--- config.mk ---
export PLATFORM = sky130hd
export DESIGN_NAME = nibble_deserializer
export DESIGN_NICKNAME = d
export VERILOG_FILES = /design/src/rtl/nibble_deser_pkg.sv /design/src/rtl/nibble_deserializer_fifo.sv /design/src/rtl/nibble_deserializer.sv
export SDC_FILE = /design/constraint.sdc
export NUM_CORES = 1
export LEC_CHECK = 0
export ABC_AREA = 1
export CAP_MARGIN = 15
export CORE_UTILIZATION = 50
export CTS_CLUSTER_DIAMETER = 50
export DETAILED_ROUTE_END_ITERATION = 16
export PLACE_DENSITY = 0.72
export SYNTH_ARGS = -nofsm -noshare
export SYNTH_HDL_FRONTEND = slang
export SYNTH_SLANG_ARGS = --single-unit
--- constraint.sdc ---
create_clock -name clk -period 2.5 [get_ports clk]
set_clock_uncertainty 0.05 [all_clocks]
set_input_delay 0.5 -clock clk [delete_from_list [all_inputs] [get_ports clk]]
set_output_delay 0.5 -clock clk [all_outputs]
set_load 0.03 [all_outputs]
--- src/rtl/nibble_deser_pkg.sv ---
// Shared defaults, FSM state encoding and width helpers for the nibble deserializer.
package nibble_deser_pkg;

  localparam int unsigned DefWidth = 4;
  localparam int unsigned DefDepth = 4;

  typedef logic [0:0] state_t;

  localparam state_t StIdle    = 1'b0;
  localparam state_t StCollect = 1'b1;

  localparam int unsigned DefCountW = $clog2(DefDepth + 1);

  function automatic int unsigned count_width(int unsigned depth);
    return $clog2(depth + 1);
  endfunction

endpackage

--- src/rtl/nibble_deserializer_fifo.sv ---
// Synchronous FIFO with occupancy count; a push while full is taken only alongside a pop.
module sync_fifo
  import nibble_deser_pkg::*;
#(
  parameter int unsigned WIDTH = DefWidth,
  parameter int unsigned DEPTH = DefDepth
) (
  input  logic                           clk_i,
  input  logic                           rst_ni,
  input  logic                           push_i,
  input  logic [WIDTH-1:0]               data_i,
  input  logic                           pop_i,
  output logic [WIDTH-1:0]               data_o,
  output logic                           full_o,
  output logic                           empty_o,
  output logic [count_width(DEPTH)-1:0]  count_o
);

  localparam int unsigned PtrW   = $clog2(DEPTH);
  localparam int unsigned CountW = count_width(DEPTH);

  logic [WIDTH-1:0]  mem_q [DEPTH];
  logic [PtrW-1:0]   wr_ptr_q, wr_ptr_d;
  logic [PtrW-1:0]   rd_ptr_q, rd_ptr_d;
  logic [CountW-1:0] count_q, count_d;
  logic              wr_en, rd_en;

  assign full_o  = (count_q == CountW'(DEPTH));
  assign empty_o = (count_q == '0);
  assign rd_en   = pop_i && !empty_o;
  assign wr_en   = push_i && (!full_o || rd_en);

  always_comb begin
    wr_ptr_d = wr_ptr_q;
    rd_ptr_d = rd_ptr_q;
    count_d  = count_q;
    if (wr_en) wr_ptr_d = wr_ptr_q + PtrW'(1);
    if (rd_en) rd_ptr_d = rd_ptr_q + PtrW'(1);
    if (wr_en && !rd_en) begin
      count_d = count_q + CountW'(1);
    end else if (rd_en && !wr_en) begin
      count_d = count_q - CountW'(1);
    end
  end

  always_ff @(posedge clk_i or negedge rst_ni) begin
    if (!rst_ni) begin
      wr_ptr_q <= '0;
      rd_ptr_q <= '0;
      count_q  <= '0;
      for (int i = 0; i < DEPTH; i++) begin
        mem_q[i] <= '0;
      end
    end else begin
      wr_ptr_q <= wr_ptr_d;
      rd_ptr_q <= rd_ptr_d;
      count_q  <= count_d;
      if (wr_en) mem_q[wr_ptr_q] <= data_i;
    end
  end

  assign data_o  = mem_q[rd_ptr_q];
  assign count_o = count_q;

endmodule

--- src/rtl/nibble_deserializer.sv ---
// MSB-first serial-to-parallel receiver feeding a small FIFO with a valid/ready output.
module nibble_deserializer
  import nibble_deser_pkg::*;
#(
  parameter int unsigned WIDTH = DefWidth,
  parameter int unsigned DEPTH = DefDepth
) (
  input  logic                         clk,
  input  logic                         rst_n,
  input  logic                         serial_in,
  input  logic                         bit_valid,
  input  logic                         flush,
  output logic [WIDTH-1:0]             dout,
  output logic                         dout_valid,
  input  logic                         dout_ready,
  output logic [$clog2(DEPTH+1)-1:0]   count,
  output logic                         overflow,
  output logic                         busy
);

  localparam int unsigned CntW = $clog2(WIDTH);

  state_t            state_q, state_d;
  logic [WIDTH-1:0]  acc_q, acc_d;
  logic [CntW-1:0]   cnt_q, cnt_d;
  logic              overflow_q, overflow_d;
  logic [WIDTH-1:0]  word;
  logic              push;
  logic              pop;
  logic              fifo_full;
  logic              fifo_empty;

  assign word = {acc_q[WIDTH-2:0], serial_in};
  assign pop  = dout_valid && dout_ready;

  always_comb begin
    state_d    = state_q;
    acc_d      = acc_q;
    cnt_d      = cnt_q;
    overflow_d = overflow_q;
    push       = 1'b0;
    if (flush) begin
      // Flush wins over a coincident bit; that bit is lost.
      acc_d      = '0;
      cnt_d      = '0;
      state_d    = StIdle;
      overflow_d = 1'b0;
    end else if (bit_valid) begin
      acc_d = word;
      if (cnt_q == CntW'(WIDTH - 1)) begin
        push    = 1'b1;
        cnt_d   = '0;
        state_d = StIdle;
        if (fifo_full && !pop) overflow_d = 1'b1;
      end else begin
        cnt_d   = cnt_q + CntW'(1);
        state_d = StCollect;
      end
    end
  end

  always_ff @(posedge clk or negedge rst_n) begin
    if (!rst_n) begin
      state_q    <= StIdle;
      acc_q      <= '0;
      cnt_q      <= '0;
      overflow_q <= 1'b0;
    end else begin
      state_q    <= state_d;
      acc_q      <= acc_d;
      cnt_q      <= cnt_d;
      overflow_q <= overflow_d;
    end
  end

  sync_fifo #(
    .WIDTH (WIDTH),
    .DEPTH (DEPTH)
  ) u_fifo (
    .clk_i   (clk),
    .rst_ni  (rst_n),
    .push_i  (push),
    .data_i  (word),
    .pop_i   (pop),
    .data_o  (dout),
    .full_o  (fifo_full),
    .empty_o (fifo_empty),
    .count_o (count)
  );

  assign dout_valid = !fifo_empty;
  assign busy       = (state_q == StCollect);
  assign overflow   = overflow_q;

endmodule

# --- After elaboration in Yosys (flattened, before gate mapping) ---
# Index checks and enable logic that the tools add are counted.
# W data, S select, Z words.
word_totals:
  register_bits: 30
  input_bits: 6
  out_inout_bits: 10
  wordCells: 65
op_classes:
  n_addsub: 5
  magnitude_cmp: 3
  eq_ne: 2
  muxes: 23
  bitwise: 2
  n_reduce_logical: 19
ops:
  columns: ["operator", "count"]
  rows:
  - ["$bwmux W16", 1]
  - ["$mux W3", 4]
  - ["$mux W4", 3]
  - ["$mux W1", 10]
  - ["$bmux W4 S2", 1]
  - ["$demux W4 S2", 1]
  - ["$reduce_bool A2 Y1", 4]
  - ["$logic_and A1 B1 Y1", 7]
  - ["$add A2 B1 Y2 const B", 3]
  - ["$ge A3 B3 Y1 const B", 2]
  - ["$mux W2", 3]
  - ["$not A2 Y3", 2]
  - ["$logic_not A1 Y1", 5]
  - ["$add A3 B1 Y3 const B", 1]
  - ["$eq A3 B3 Y1 const B", 1]
  - ["$logic_not A3 Y1", 1]
  - ["$lt A3 B1 Y1 const B", 1]
  - ["$reduce_and A3 Y1", 1]
  - ["$sub A3 B1 Y3 const B", 1]
  - ["$eq A2 B2 Y1 const B", 1]
  - ["$logic_or A1 B1 Y1", 1]

# --- Logic depth before layout (Yosys ltp) ---
# Gate-level depths: netlist (run 1).
logic_depth:
  depth_word: 10
  depth_mapped: 12
  ltp_nobuf: 12

# --- By module ---
# From an unflattened synthesis (run 1), not the netlist that was laid out.
unflattened:
  cells_unflattened: 181
  area_unflattened_um2: 1566.5
modules_own_cells:
  columns: ["module", "instances", "cells_each", "area_each_um2", "seq_area_each_um2"]
  rows:
  - ["sync_fifo", 1, 141, 1231.2, 575.6]
  - ["nibble_deserializer", 1, 40, 335.3, 175.2]

# --- Worst setup path after synthesis (run 1) ---
# No wires, ideal clock.
synth_timing:
  path_type: "register to register"
  startpoint: "reg u_fifo.count_q[0] (netlist: u_fifo.count_o[0])"
  endpoint: "reg u_fifo.count_q[2] (netlist: u_fifo.count_o[2])"
  setup_time_ps: 123
  arrival_ps: 2010
  setup_slack_ps: 317
  stages_incl_launch_ff: 10
  synth_period_minus_slack_ps: 2183
  cell_sequence: "dfrtp_1 > nor2_1 > nand2_1 > nand2_1 > ha_1 > inv_1 > fa_1 > nand2_1 > nand3_1 > xor2_1"
synth_between:
  elab_chain_cells: 9
  word_cells_on_any_way: 17
  classes_between: "add/sub (2); eq/ne (1); mux (2); reduce/logical (12)"
synth_lines:
  columns: ["item", "line", "source"]
  rows:
  - ["from (decl)", "nibble_deserializer_fifo.sv:25", "logic [CountW-1:0] count_q, count_d;"]
  - ["from (signal assigned)", "nibble_deserializer_fifo.sv:57", "count_q <= count_d;"]
  - ["$logic_not A3 Y1 (*)", "nibble_deserializer_fifo.sv:29", "assign empty_o = (count_q == '0);"]
  - ["$logic_not A1 Y1 (*)", "nibble_deserializer.sv:91", "assign dout_valid = !fifo_empty;"]
  - ["net dout_valid", "nibble_deserializer.sv:14", "output logic dout_valid,"]
  - ["$logic_and A1 B1 Y1", "nibble_deserializer.sv:34", "assign pop = dout_valid && dout_ready;"]
  - ["$logic_and A1 B1 Y1 (*)", "nibble_deserializer_fifo.sv:30", "assign rd_en = pop_i && !empty_o;"]
  - ["$logic_or A1 B1 Y1", "nibble_deserializer_fifo.sv:31", "assign wr_en = push_i && (!full_o || rd_en);"]
  - ["$logic_and A1 B1 Y1", "nibble_deserializer_fifo.sv:31", null]
  - ["$logic_not A1 Y1", "nibble_deserializer_fifo.sv:41", "end else if (rd_en && !wr_en) begin"]
  - ["$logic_and A1 B1 Y1", "nibble_deserializer_fifo.sv:41", null]
  - ["$reduce_bool A2 Y1 (no line)", null, null]
# The timed path passes the listed nets; every way through them passes the cells marked *. The select of a mux whose other input is x is not followed.
# A chain may end at the register's enable or synchronous reset.

# --- Worst setup path after layout (run 1) ---
layout_timing:
  startpoint: "reg u_fifo.rd_ptr_q[0]"
  endpoint: "out dout[3]"
layout_between:
  elab_chain_cells: 4
layout_lines:
  columns: ["item", "line", "source"]
  rows:
  - ["from (decl)", "nibble_deserializer_fifo.sv:24", "logic [PtrW-1:0] rd_ptr_q, rd_ptr_d;"]
  - ["from (signal assigned)", "nibble_deserializer_fifo.sv:56", "rd_ptr_q <= rd_ptr_d;"]
  - ["$not A2 Y3 (implied by the code)", "nibble_deserializer_fifo.sv:62", "assign data_o = mem_q[rd_ptr_q];"]
  - ["$bmux W4 S2", "nibble_deserializer_fifo.sv:62", null]
  - ["$mux W4 (implied by the code) (2 in series)", "nibble_deserializer_fifo.sv:62", null]
  - ["to (decl)", "nibble_deserializer.sv:13", "output logic [WIDTH-1:0] dout,"]
# No other way between the ends. The select of a mux whose other input is x is not followed.

==> flow_summary_export.csv, run 1 <==
group,metric,value,unit
min_path,hp-class,"reg -> reg",
finish,nFillCells,254,
grt,grt_pass1_wl,5.00,mm
grt,grt_max_degree,31,
synth,synth_xor_area_share,2.86,%
grt,grt.overflow.total,0,
clocking,cts_tree,"done",
clocking,numClockSinks,30,
synth,seq_area_frac_synth,49.0,%
synth,ys_warn_count,0,
timing,worstMarginPinSlew,0.377,ns
synth,syn_inst,170,
worst_setup_path,max_stage_delay,0.69,ns
worst_setup_path,path_max_fanout,10,
timing,timing.fmax,0.418,GHz
worst_setup_path,critPathCaptureType,"output pin",
routing,drt_drc_violations_left,0,
synth,synth_compound_area_share,6.29,%
timing,slew_violations,0,
floorplanning,design.core.area,2830,sq um
synth,yosys.area_share.adder,6.21,%
grt,grt_usage,20.1,%
outcome,status,"finished clean",
power_and_ir_drop,power_density,912,nW/um^2
floorplanning,io_pins,16,
routing,viasPerCell,5.30,
min_path,whs_path_depth,2,
routing,firstDrtPassIters,4,
timing,period_needed,2.39,ns
finish,num_antenna_cells,0,
clocking,clockBufferDepth,2,
timing,tns,0,ns
power_and_ir_drop,p_total,1.61,mW
routing,vias,1177,
place,place_congestion,0.863,
worst_setup_path,startpoint_type,"flop",
worst_setup_path,arrival,1.84,ns
finish,instances_no_fill,222,
clocking,postCtsHoldBufs,0,
finish,syn_to_final_growth,15.5,%
synth,synth-edff-count,0,
timing,relSlewSlack,74.8,%
clocking,clkLatencyLatePin,0.32,ns
synth,synthMuxAreaShare,0,%
clocking,clockRootBuffer,"clkbuf_4",
finish,layout-drive-gt1-share,9.42,%
routing,drt-total-wl,2.90,mm
routing,drtAntennaViolNets,0,
worst_setup_path,slowest_stage,"clkdlybuf4s50_1",
worst_setup_path,rr_worst_depth,10,
synth,synth_ff_type,"dfrtp_1",
floorplanning,die-area,3290,sq um
clocking,cts-htree-levels,2,
worst_setup_path,critPathRequiredTime,1.95,ns
timing,fin_crit_sh,95.8,%
power_and_ir_drop,leakage,0.906,nW
clocking,cts_buffers,5,
timing,rsz0062_at_grt,"no",
power_and_ir_drop,peakVddDrop,0.000591,V
synth,syn_area_per_cell,9.01,sq um
synth,synth_cell_type_count,21,
synth,netlist_area,1530,sq um
floorplanning,rows,19,
job,maxCapViolCount,0,
floorplanning,die_x,57.3,um
grt,antenna_found_initial,0,
synth,syn_nets,183,
routing,drt_iter0_markers,34,
routing,wl_per_cell,13.0,um
place,port-buffer-count,15,
worst_setup_path,path_class,"reg -> out",
worst_setup_path,path_cells,"clkinv_2, nor2_1, o22ai_1, clkdlybuf4s50_1",
grt,grt_pass1_vias,1147,
timing,final-setup-viol-count,0,
synth,synth_top_family_by_area,"simple AND/OR/NAND/NOR gates",
synth,ys_ff_latch,30,
floorplanning,die_h,57.3,um
place,dp_cells,214,
synth,synth_simple_gate_area_share,29.6,%
synth,synth-async-reset-ratio,100,%
timing,finalHoldViolCount,0,
clocking,clk_pin_slew,0.09,ns
floorplanning,initial_core_util,54.1,%
place,hpwl,2.19,mm
finish,nNetsFinal,203,
clocking,postCtsSetupBuffers,0,
metal layers:
metal	track usage (%)	share of wire [%]	vias to the layer above
li1	-	-	605
met1	25.2	45	536
met2	32.6	48	27
met3	4.99	4.1	9
met4	9.76	2.9	0
met5	0	0	-
power breakdown:
group | leakage, nW | switching (mW) | internal [mW] | total (mW)
Combinational | 0.469 | 0.409 | 0.276 | 0.685
Sequential | 0.402 | 0.0823 | 0.549 | 0.632
Clock | 0.0353 | 0.160 | 0.136 | 0.296
Total | 0.906 | 0.652 | 0.961 | 1.61
registers in the layout, summed over array words and instances (netlist names):
name             cells
u_fifo.mem_q        16
acc_q                3
u_fifo.count_o       3
cnt_q                2
u_fifo.rd_ptr_q      2
u_fifo.wr_ptr_q      2
busy                 1
overflow             1
area by class of cell:
cell class,instances,area [sq um],share of cell area (%)
multi-input cells,121,688,38.9
flip-flops and latches,30,752,42.5
well taps,31,38.8,2.19
clock buffers,7,55.1,3.11
clock inverters,1,5.00,0.283
inverters,13,50.0,2.83
repair buffers,19,180,10.2
worst max-delay path: cells and delay by family, from the launching register on:
kind / cells / cell delay, ns
and+or+nand+nor: 1 / 0.05
DFF: 1 / 0.49
AOI/OAI and AO/OA: 1 / 0.16
buffers and inverters: 2 / 0.82
cells by family after synthesis:
group	Yosys count
simple gates	92
xor+xnor	5
buf+inv	19
flops	30
fa+ha+maj	7
compound gates	17
placed cells by master (no fill, tap or decap), drive strengths merged:
cell type	synthesis	final
nand2	53	53
xnor2	3	3
inv	12	12
clkdlybuf4s50	0	15
nor2	12	12
buf	6	4
o211a	1	1
clkbuf	0	7
xor2	2	2
fa	1	1
o21ai	11	11
nand4	16	16
nand3	11	11
clkinv	1	2
dfrtp	30	30
ha	6	6
o22ai	5	5
path summary, 6_finish.rpt:
kind | start | slack, ns | endpoint
max | u_fifo.rd_ptr_q[0] | 0.11 | dout[3]
min | u_fifo.mem_q[14] | 0.43 | u_fifo.mem_q[14]
max reg2reg | u_fifo.count_o[0] | 0.46 | u_fifo.count_o[2]
min reg2reg | u_fifo.mem_q[14] | 0.43 | u_fifo.mem_q[14]
max in group asynchronous | rst_n | 1.61 | u_fifo.rd_ptr_q[0]
min in group asynchronous | rst_n | 0.50 | u_fifo.rd_ptr_q[1]
timing repair:
item,in CTS,in global routing
pin swaps,0,0
endpoints found under the setup margin,4,4
gates resized for setup,1,1
stage by stage:
step | worst slack (ns) | hold slack [ns] | utilization [%] | cell area, sq um
after detailed placement | 0.0130 | 0.412 | 60.3 | 1710
after floorplan | 0.317 | 0.154 | - | 1530
after global routing | 0.0112 | 0.461 | 62.5 | 1770
after CTS | 0.0155 | 0.435 | 62.5 | 1770
after global placement | 0.112 | 0.409 | 60.3 | 1710
final | 0.105 | 0.434 | 62.5 | 1770
synth_stat cells, drive strengths merged, types with 2 or more instances:
library cell | count | area [sq um]
o21ai | 11 | 55.1
nand3 | 11 | 85.1
o22ai | 5 | 31.3
nor2 | 12 | 61.3
nand2 | 53 | 206
inv | 12 | 45.0
xor2 | 2 | 17.5
dfrtp | 30 | 751
xnor2 | 3 | 26.3
ha | 6 | 75.1
nand4 | 16 | 100
buf | 6 | 43.8
Power figures use the tool's default switching activity.
==> inputs of run 2 (changes only) <==
- CTS_CLUSTER_SIZE: unset -> 25
- PLACE_DENSITY: 0.72 -> 0.75
==> flow_summary_export.csv, run 2 (synthesis results as in run 1) <==
group,metric,value,unit
timing,final-setup-viol-count,0,
timing,slew_violations,0,
timing,hold_slack,0.434,ns
floorplanning,rows,19,
timing,tns,0,ns
worst_setup_path,cp_top_family,"buffers and inverters",
worst_setup_path,r2r_slack,0.45,ns
routing,drt_iter0_markers,42,
worst_setup_path,path_class,"reg -> out",
finish,fin_area,1760,sq um
finish,multi_input_comb_area,688,sq um
floorplanning,design.core.area,2830,sq um
finish,final_cell_mix,"nand2_1, dfrtp_1, nand4_1",
power_and_ir_drop,pwr-share-comb,43.0,%
timing,fin_ws,0.117,ns
worst_setup_path,path_cells,"clkinv_2, nor2_1, o22ai_1, clkdlybuf4s50_1",
clocking,postCtsHoldBufs,0,
finish,layout_commonest_cell,"nand2_1",
outcome,status,"finished with violations",
grt,grt_usage,19.9,%
routing,firstDrtPassIters,11,
floorplanning,die-area,3290,sq um
worst_setup_path,cp_num_cells,4,
routing,drt-total-wl,2.80,mm
finish,syn_to_final_growth,15.1,%
finish,largest_reg_flops,16,
min_path,hp-start,"u_fifo.mem_q[7]",
job,maxCapViolCount,0,
min_path,hp-class,"reg -> reg",
clocking,postCtsSetupBuffers,0,
power_and_ir_drop,clockPowerShare,17.4,%
place,port-buffer-count,15,
floorplanning,initial_core_util,54.1,%
place,hpwl,2.11,mm
clocking,clkLatencyLatePin,0.32,ns
outcome,failed_checks,"design-rule violations",
grt,grt_pass1_vias,1146,
worst_setup_path,slowest_stage,"clkdlybuf4s50_1",
place,pre_cts_slack,0.0356,ns
power_and_ir_drop,p_total,1.59,mW
grt,antenna_found_initial,0,
worst_setup_path,r2r_start,"u_fifo.count_o[0]",
finish,regArea,752,sq um
worst_setup_path,arrival,1.83,ns
routing,wl_per_cell,12.7,um
finish,layout-drive-gt1-share,8.99,%
power_and_ir_drop,leakage,0.916,nW
power_and_ir_drop,peakVddDrop,0.000666,V
routing,vias,1182,
timing,worstMarginPinSlew,0.370,ns
clocking,clockBufferDepth,2,
place,dp_cells,214,
timing,relSlewSlack,75.3,%
worst_setup_path,max_stage_delay,0.69,ns
clocking,cts-htree-levels,2,
worst_setup_path,critPathCaptureType,"output pin",
grt,grt.overflow.total,0,
finish,top_register,"u_fifo.mem_q",
worst_setup_path,r2r-end,"u_fifo.count_o[2]",
worst_setup_path,rr_worst_depth,10,
finish,num_antenna_cells,0,
worst_setup_path,worst-path-buf-inv,2,
grt,grt_pass1_wl,4.84,mm
place,placed_area,1710,sq um
clocking,cts_tree,"done",
place,place_congestion,0.890,
power_and_ir_drop,intPower,0.950,mW
timing,fin_crit_sh,95.3,%
worst_setup_path,crit_path_end,"dout[0]",
worst_setup_path,path_max_fanout,10,
routing,drtAntennaViolNets,0,
worst_setup_path,critPathRequiredTime,1.95,ns
clocking,clockRootBuffer,"clkbuf_4",
power_and_ir_drop,swShare,40.1,%
clocking,clk_pin_slew,0.08,ns
worst_setup_path,startpoint_type,"flop",
floorplanning,die_h,57.3,um
timing,finalHoldViolCount,0,
finish,instances_no_fill,220,
finish,nNetsFinal,203,
power_and_ir_drop,power_density,900,nW/um^2
grt,grt_max_degree,31,
routing,viasPerCell,5.37,
worst_setup_path,crit_path_start,"u_fifo.rd_ptr_q[0]",
power_and_ir_drop,seqPwrFrac,39.6,%
floorplanning,io_pins,16,
finish,fin_util,62.3,%
clocking,numClockSinks,30,
timing,period_needed,2.38,ns
power_and_ir_drop,switchingPower,0.637,mW
finish,nFillCells,249,
routing,drt_drc_violations_left,4,
timing,rsz0062_at_grt,"no",
clocking,cts_buffers,5,
timing,timing.fmax,0.420,GHz
floorplanning,die_x,57.3,um
run 2: changes by cell type in the layout (fill, tap and decap cells not counted):
cell             delta
clkinv_2            -1
dlymetal6s2s_1      +1
clkdlybuf4s50_1     -1
clkbuf_1            -1
run 2: power by group through the flow:
| stage | clock, mW | combinational, mW | sequential (mW) |
|---|---|---|---|
| after floorplan | 0 | 0.431 | 0.658 |
| after global placement | 0 | 0.672 | 0.633 |
| after detailed placement | 0 | 0.684 | 0.635 |
| after CTS | 0.288 | 0.688 | 0.627 |
| after global routing | 0.306 | 0.750 | 0.640 |
| final | 0.276 | 0.683 | 0.628 |
run 2: worst reg2reg max path, stage by stage, from the launching register on:
cell,delay (ns)
dfrtp_1,0.44
nor2_1,0.20
nand2_1,0.10
nand2_1,0.17
ha_1,0.20
inv_1,0.06
fa_1,0.38
inv_1,0.07
nand2_1,0.05
nand3_1,0.10
xor2_1,0.15
run 2: repair_timing:
| action | CTS | global route |
|---|---|---|
| pin swaps | 0 | 0 |
| gates resized for setup | 1 | 2 |
| setup endpoints to repair | 4 | 4 |
run 2: layout make-up:
class | count | area share [%]
Clock buffer | 6 | 2.91
Inverter | 13 | 2.84
Multi-Input combinational cell | 121 | 39.0
Sequential cell | 30 | 42.7
Tap cell | 31 | 2.20
Timing Repair Buffer | 19 | 10.4
run 2: how the worst min path moves through the flow:
stage               depth (start not counted)  slack [ns]                to
global route                                2        0.45  u_fifo.mem_q[13]
finish                                      2        0.43   u_fifo.mem_q[7]
global placement                            2        0.41  u_fifo.mem_q[12]
CTS                                         2        0.44   u_fifo.mem_q[5]
floorplan                                   0        0.15          acc_q[0]
detailed placement                          2        0.42   u_fifo.mem_q[7]
run 2: per-layer routing:
layer | wire length (um) | share of wire (%) | global-route usage [%] | vias up
met5 | 0 | 0 | 0 | -
met4 | 81 | 2.9 | 12.9 | 0
met3 | 130 | 4.6 | 5.44 | 9
met2 | 1350 | 48 | 32.4 | 33
met1 | 1240 | 44 | 23.2 | 536
li1 | - | - | - | 604
==> inputs of run 3 (changes only) <==
- PLACE_DENSITY: 0.75 -> 0.72
==> results of run 3 <==
The final DEF is identical to that of run 1; final timing and power are the same.
